File: config.mk
export PLATFORM = sky130hd
export DESIGN_NAME = imm_decode_stage
export DESIGN_NICKNAME = d
export VERILOG_FILES = /design/src/rtl/imm_decode_stage.sv
export SDC_FILE = /design/constraint.sdc
export NUM_CORES = 1
export LEC_CHECK = 0
export BUFFER_PORTS_ARGS = -buffer_cell sky130_fd_sc_hd__buf_2
export CAP_MARGIN = 40
export CORE_MARGIN = 2
export CORE_UTILIZATION = 55
export CTS_CLUSTER_DIAMETER = 200
export DETAILED_ROUTE_END_ITERATION = 7
export HOLD_SLACK_MARGIN = 0.15
export PLACE_DENSITY = 0.85
export SYNTH_ARGS = -nofsm -noshare
export SYNTH_HDL_FRONTEND = slang
export SYNTH_SLANG_ARGS = --single-unit
export TNS_END_PERCENT = 10
File: constraint.sdc
create_clock -name clk -period 5.1 [get_ports clk]
set_input_delay 0 -clock clk [delete_from_list [all_inputs] [get_ports clk]]
set_output_delay 0 -clock clk [all_outputs]
set_load 0.01 [all_outputs]
File: src/rtl/imm_decode_stage.sv
// imm_decode_stage
//   Two-stage pipelined LEGv8 immediate decoder sitting between fetch and
//   the execute-stage operand mux.
//   S1 registers the instruction and its classified format (I/D/B/CB/IM/NONE).
//   S2 extracts, extends and shifts the immediate and registers it to the outputs.
//
// Ports
//   clk          rising-edge clock
//   reset_n      asynchronous active-low reset
//   instr        fetched 32-bit instruction
//   instr_valid  instr is a real instruction this cycle
//   stall        hold both stages
//   flush        invalidate both stages (wins over stall)
//   imm_out      64-bit extended immediate
//   imm_kind     format code: 0=NONE 1=I 2=D 3=B 4=CB 5=IM
//   imm_valid    imm_out/imm_kind belong to a live instruction
module imm_decode_stage #(
  parameter int unsigned BR_SCALE = 2
) (
  input  logic        clk,
  input  logic        reset_n,
  input  logic [31:0] instr,
  input  logic        instr_valid,
  input  logic        stall,
  input  logic        flush,
  output logic [63:0] imm_out,
  output logic [2:0]  imm_kind,
  output logic        imm_valid
);

  typedef enum logic [2:0] {
    KIND_NONE = 3'd0,
    KIND_I    = 3'd1,
    KIND_D    = 3'd2,
    KIND_B    = 3'd3,
    KIND_CB   = 3'd4,
    KIND_IM   = 3'd5
  } kind_e;

  // Stage 1 state. Only instr[25:0] is needed after classification, so the
  // opcode bits are not carried into S1.
  logic [25:0] s1_field_q;
  logic        s1_valid_q;
  kind_e       s1_kind_q;
  kind_e       kind_d;

  // Stage 2 (output) state
  logic [63:0] imm_q, imm_d;
  kind_e       imm_kind_q;
  logic        imm_valid_q;

  // Opcode classification, priority B > CB > IM > D > I.
  always_comb begin
    kind_d = KIND_NONE;
    if (instr[31:26] inside {6'b000101, 6'b100101})
      kind_d = KIND_B;
    else if (instr[31:24] inside {8'b10110100, 8'b10110101, 8'b01010100})
      kind_d = KIND_CB;
    else if (instr[31:23] inside {9'b110100101, 9'b111100101})
      kind_d = KIND_IM;
    else if (instr[31:21] inside {11'b11111000010, 11'b11111000000})
      kind_d = KIND_D;
    else if (instr[31:22] inside {10'b1001000100, 10'b1011000100, 10'b1101000100,
                                  10'b1111000100, 10'b1001001000})
      kind_d = KIND_I;
  end

  always_ff @(posedge clk or negedge reset_n) begin
    if (!reset_n) begin
      s1_field_q <= '0;
      s1_valid_q <= 1'b0;
      s1_kind_q  <= KIND_NONE;
    end else if (flush) begin
      s1_valid_q <= 1'b0;
      s1_kind_q  <= KIND_NONE;
    end else if (!stall) begin
      s1_field_q <= instr[25:0];
      s1_valid_q <= instr_valid;
      s1_kind_q  <= instr_valid ? kind_d : KIND_NONE;
    end
  end

  // Immediate extraction; extension first, then shift within 64 bits.
  always_comb begin
    imm_d = '0;
    if (s1_valid_q) begin
      case (s1_kind_q)
        KIND_I:  imm_d = {52'b0, s1_field_q[21:10]};
        KIND_D:  imm_d = {{55{s1_field_q[20]}}, s1_field_q[20:12]};
        KIND_B:  imm_d = {{38{s1_field_q[25]}}, s1_field_q[25:0]} << BR_SCALE;
        KIND_CB: imm_d = {{45{s1_field_q[23]}}, s1_field_q[23:5]} << BR_SCALE;
        KIND_IM: imm_d = {48'b0, s1_field_q[20:5]} << {s1_field_q[22:21], 4'b0000};
        default: imm_d = '0;
      endcase
    end
  end

  always_ff @(posedge clk or negedge reset_n) begin
    if (!reset_n) begin
      imm_q       <= '0;
      imm_kind_q  <= KIND_NONE;
      imm_valid_q <= 1'b0;
    end else if (flush) begin
      imm_q       <= '0;
      imm_kind_q  <= KIND_NONE;
      imm_valid_q <= 1'b0;
    end else if (!stall) begin
      imm_q       <= imm_d;
      imm_kind_q  <= s1_kind_q;
      imm_valid_q <= s1_valid_q;
    end
  end

  assign imm_out   = imm_q;
  assign imm_kind  = imm_kind_q;
  assign imm_valid = imm_valid_q;

endmodule

==> results of run 1 <==
metal layers:
metal | vias up | global-route usage | routed length, um
met2 | 241 | 0.430 | 6080
li1 | 1775 | - | -
met1 | 1924 | 0.396 | 5020
met4 | 0 | 0.149 | 458
met5 | - | 0 | 0
met3 | 41 | 0.0572 | 1120
power by group:
part	switching, uW	leakage (uW)	internal [uW]	total [uW]
clock	306	0.000104	197	504
sequential	82.6	0.00131	806	889
combinational	62.9	0.00120	63.5	126
total	452	0.00262	1070	1520
layout make-up:
type | count | area, um2
Clock buffer | 9 | 124
Timing Repair Buffer | 144 | 913
Fill cell | 625 | 2570
Inverter | 4 | 15.0
Multi-Input combinational cell | 261 | 1970
Clock inverter | 7 | 78.8
Tap cell | 105 | 131
Sequential cell | 98 | 2450
path summary, 6_finish.rpt:
check,slack [ns],depth (start not counted),to,from
worst min-delay path,0.16,2,imm_out[26],reset_n
worst min register to register,0.49,2,imm_out[13],imm_out[13]
min in group clk,0.18,4,s1_kind_q[1],instr[27]
max in group asynchronous,3.92,3,imm_out[37],reset_n
worst max-delay path,2.29,4,imm_out[37],s1_kind_q[1]
worst max register to register,2.29,4,imm_out[37],s1_kind_q[1]
sequential cells by signal, summed over array words and instances, names as in the netlist:
signal	flops
imm_out	64
s1_valid_q	1
s1_field_q	26
imm_kind	3
imm_valid	1
s1_kind_q	3
worst reg2reg max path: cells and delay by family (launching register included):
family	cells	cell delay (ns)
compound gates	1	0.30
flops	1	0.85
simple gates	3	1.60
per-stage QoR:
step,worst slack (ns),hold WS (ns),total power (uW),utilization
detailed placement,2.26,0.0521,1000,0.619
finish,2.29,0.159,1520,0.688
floorplan,3.43,-0.296,930,-
global placement,2.42,0.0355,998,0.619
global route,2.14,0.179,1580,0.688
CTS,2.24,0.153,1520,0.687
placed cells by master (no fill, tap or decap), types with 3 or more instances in the layout:
master	count
mux2i_1	10
nor2_1	4
inv_8	4
a221o_1	37
nand2_1	46
a211o_1	6
a22oi_1	19
nand3_1	3
and2_1	6
dfrtp_1	98
o21ai_0	19
a221oi_1	7
a21oi_1	16
buf_4	5
o21ai_1	4
a222oi_1	9
clkbuf_8	9
a21o_1	3
nor2b_1	5
mux2_2	23
buf_2	103
inv_1	4
nand2b_1	4
o211ai_1	6
dlygate4sd3_1	36
cell families after synthesis:
logic type             after synthesis  share of synthesized area
AOI/OAI and AO/OA                  138                      0.232
buffers and inverters               53                     0.0589
and+or+nand+nor                     90                      0.109
muxes                               33                     0.0766
DFF                                 98                      0.523
==> impl_metrics.yaml, run 1 <==
clocking:
  cts_buffers: 9
  cts_resized: 0
  cts_setup_buffers: 0
  cts_root_buf: "clkbuf_8"
  cts_hold_buf: 36
  cts.path.max_buffers: 2
  cts_tree: "built"
  h-tree-depth: 3
  clkTransAtPathRegs_ns: 0.10
  cts_sinks: 98
  clkLatencyLatePin_ns: 0.39
place:
  dp_hpwl_um: 7970
  gp_congestion: 0.984
  place_inst: 575
  place_area_um2: 5110
  portBuffers: 104
floorplanning:
  die_area_um2: 9280
  die_h_um: 96.4
  dieWidth_um: 96.4
  io_pins: 105
  coreArea_um2: 8260
  start_util: 0.568
  num_rows: 33
power:
  vdd_ir_drop_max_mv: 0.155
  power_leakage_uw: 0.00262
  power_density_nw_per_um2: 267
layout:
  fin_nets: 555
  areaGrowthSynthToFinish_pct: 21.2
  stdcell_count: 628
  stdcell_area_um2: 5680
  num_antenna_cells: 0
  drive_gt1_frac: 0.302
critical_path:
  crit_path_end_kind: "flip-flop"
  critPathLaunchType: "flip-flop"
  required_ns: 5.41
  cpPeakStageDelay_ns: 0.93
  path_max_fanout: 32
  crit_path_top_delay_cell: "nor3_2"
  setup.worst_path.class: "flip-flop to flip-flop"
  cp_cell_sequence: "or3_4 -> nand4_4 -> nor3_2 -> a221o_1"
  crit_buf_inv: 0
  cp_top_family: "simple AND/OR/NAND/NOR gates"
  cp.arrival_ns: 3.13
global_route:
  grt_pass1_vias: 3825
  overflow: 0
  grt_pass1_wl_um: 19800
  track_usage: 0.287
  antenna_found_initial: 0
  grt_max_degree: 79
logic_synthesis:
  synth_area_leaders: "dfrtp_1 (52%), a221o_1 (7.9%), mux2_2 (5.5%)"
  syn_nets: 449
  ys_top_cells_by_count: "dfrtp_1 (98), nand2_1 (46), a221o_1 (37), clkbuf_1 (23), mux2_2 (23)"
  synth_top_area_share: 0.523
  avgSynthCellArea_um2: 11.4
  yosysSeqAreaShare: 0.523
  synthDistinctLibCells: 56
  synth.most_common_cell: "dfrtp_1"
  synth_top_cell_by_area: "dfrtp_1"
  synthArstFlopShare: 1.00
  synth-seq-cells: 98
  synth-main-ff-cell: "dfrtp_1"
  synth_area_um2: 4690
  syn_inst: 412
  yosysWarnings: 0
  synth_edf_count: 0
routing:
  vias: 3981
  dr.pass1.iters: 6
  wire_per_inst_um: 20.2
  route.detailed.drc: 0
  drtAntennaViolNets: 0
  drt-total-wl_um: 12700
  drt_iter0_drc: 454
  avgViaCountPerCell: 6.34
sta:
  clock_skew_ns: 0.00938
  grt_setup_unrepaired: "no"
  worstMarginPinSlew_ns: 0.956
  setup_tns_ns: 0
  setup_violations: 0
  min_period_ns: 2.81
  hold_viol: 0
  maxClockFrequency_mhz: 356
  period_share: 0.551
  finalMaxSlewViolations: 0
  max_slew_margin: 0.359
run:
  drv_cap: 0
worst_hold_path:
  worstHoldPathType: "input pin to async pin"
outcome:
  status: "finished clean"
Power figures use the tool's default switching activity.
==> inputs of run 2 (changes only) <==
--- a/config.mk
+++ b/config.mk
@@ -8,11 +8,11 @@
 export BUFFER_PORTS_ARGS = -buffer_cell sky130_fd_sc_hd__buf_2
 export CAP_MARGIN = 40
 export CORE_MARGIN = 2
-export CORE_UTILIZATION = 55
+export CORE_UTILIZATION = 49
 export CTS_CLUSTER_DIAMETER = 200
 export DETAILED_ROUTE_END_ITERATION = 7
 export HOLD_SLACK_MARGIN = 0.15
-export PLACE_DENSITY = 0.85
+export PLACE_DENSITY = 0.8
 export SYNTH_ARGS = -nofsm -noshare
 export SYNTH_HDL_FRONTEND = slang
 export SYNTH_SLANG_ARGS = --single-unit
==> constraint.sdc (replaced) <==
create_clock -name clk -period 2.53 [get_ports clk]
set_input_delay 0 -clock clk [delete_from_list [all_inputs] [get_ports clk]]
set_output_delay 0 -clock clk [all_outputs]
set_load 0.01 [all_outputs]
==> impl_metrics.yaml, run 2 (synthesized netlist as in run 1, its figures left out) <==
sta:
  finalMaxSlewViolations: 0
  max_slew_margin: 0.342
  maxClockFrequency_mhz: 407
  setup_tns_ns: 0
  hold_viol: 0
  clock_skew_ns: 0.0102
  worstMarginPinSlew_ns: 0.984
  grt_setup_unrepaired: "no"
  setup_violations: 0
  min_period_ns: 2.46
  period_share: 0.972
power:
  power_leakage_uw: 0.00267
  power_density_nw_per_um2: 527
  vdd_ir_drop_max_mv: 0.348
clocking:
  cts.path.max_buffers: 2
  clkTransAtPathRegs_ns: 0.11
  clkLatencyLatePin_ns: 0.38
  cts_setup_buffers: 0
  cts_root_buf: "clkbuf_8"
  cts_buffers: 9
  h-tree-depth: 3
  cts_sinks: 98
  cts_tree: "built"
layout:
  num_antenna_cells: 0
  finalCoreUtilization: 0.625
  final_common_cell: "buf_2"
  final_cell_mix: "buf_2 (102), dfrtp_1 (98), nand2_1 (46)"
  largest_reg_flops: 64
  fillCellCount: 739
  areaGrowthSynthToFinish_pct: 23.6
  drive_gt1_frac: 0.316
  fin_nets: 564
critical_path:
  cp.arrival_ns: 2.72
  cp_common_cell: "dlygate4sd3_1"
  critPathLaunchType: "input pin"
  cpPeakStageDelay_ns: 0.58
  setup.worst_path.class: "input pin to flip-flop"
  crit_path_top_delay_cell: "dlygate4sd3_1"
  cp_cell_sequence: "dlygate4sd3_1 -> buf_6 -> or3b_4 -> or3b_4 -> nand3_1 -> dlygate4sd3_1 -> o21ai_1 -> dlygate4sd3_1"
  required_ns: 2.79
  crit_path_end_kind: "flip-flop"
  path_max_fanout: 4
routing:
  drt-total-wl_um: 12800
  dr.pass1.iters: 8
  wire_per_inst_um: 19.3
  route.detailed.drc: 0
  drtAntennaViolNets: 0
  vias: 4098
  drt_iter0_drc: 419
  avgViaCountPerCell: 6.20
place:
  gp_congestion: 0.923
  portBuffers: 104
  dp_hpwl_um: 8260
floorplanning:
  die_area_um2: 10400
  num_rows: 35
  start_util: 0.505
  io_pins: 105
  dieWidth_um: 102
  coreArea_um2: 9280
  die_h_um: 102
global_route:
  grt_max_degree: 61
  grt_pass1_vias: 3797
  grt_pass1_wl_um: 20000
  track_usage: 0.249
  antenna_found_initial: 0
  overflow: 0
run:
  drv_cap: 0
outcome:
  status: "finished clean"
worst_hold_path:
  worstHoldPathType: "input pin to async pin"
-- run 2: cell types whose count changed in the layout (fill, tap and decap cells not counted), sizes merged --
cell         change
buf              +8
clkbuf           +1
clkinvlp         +1
dlygate4sd3      +1
inv              -2
-- run 2: path summary, 6_finish.rpt --
path,start,endpoint,slack (ns),cells after the start
setup / recovery,instr[28],s1_kind_q[2],0.07,8
max in group asynchronous,reset_n,imm_out[32],1.62,3
hold reg to reg,imm_out[15],imm_out[15],0.48,2
setup reg to reg,s1_kind_q[2],imm_out[49],0.32,5
min in group clk,instr[29],s1_kind_q[1],0.25,4
hold / removal,reset_n,imm_out[54],0.22,2
-- run 2: layout make-up --
type / instances / area (um2) / share of cell area
sequential: 98 / 2450 / 0.423
timing repair buffer: 153 / 1000 / 0.173
clock inverter: 6 / 56.3 / 0.00971
clock buffer: 10 / 138 / 0.0237
tap: 129 / 161 / 0.0278
multi-input combinational: 261 / 1970 / 0.340
inverter: 4 / 15.0 / 0.00259
-- run 2: worst max-delay path: cells and delay by family --
kind | cells | cell delay, ns
buf+inv | 4 | 1.78
simple gates | 3 | 0.86
compound gates | 1 | 0.08
-- run 2: per-stage QoR --
stage	instance area (um2)	cells	total power, uW	setup slack [ns]	hold WS (ns)
finish	5800	661	3060	0.0703	0.225
CTS	5780	660	3050	0.101	0.210
detailed placement	5220	607	2030	0.369	0.123
global route	5800	661	3150	0.00751	0.261
floorplan	4690	412	1870	0.864	-0.296
global placement	5210	606	2020	0.416	0.112
-- run 2: layer usage --
layer  wire length (um)  global-route usage  up-vias  part of all wire
met4                348              0.0862        0             0.027
met2               6010               0.383      262              0.47
met1               5350               0.361     2006              0.42
met5                  0                   0        -                 0
li1                   -                   -     1794                 -
met3               1090              0.0431       36             0.085
-- run 2: timing repair --
item                       CTS  global route
hold endpoints to repair    93             0
resized for setup            0             3
hold buffers                37             0
setup endpoints to repair    0             1
-- run 2: power by group --
part	switching [uW]	leakage [uW]	internal (uW)
clock network	599	0.0000969	405
registers	153	0.00131	1630
logic	137	0.00126	137
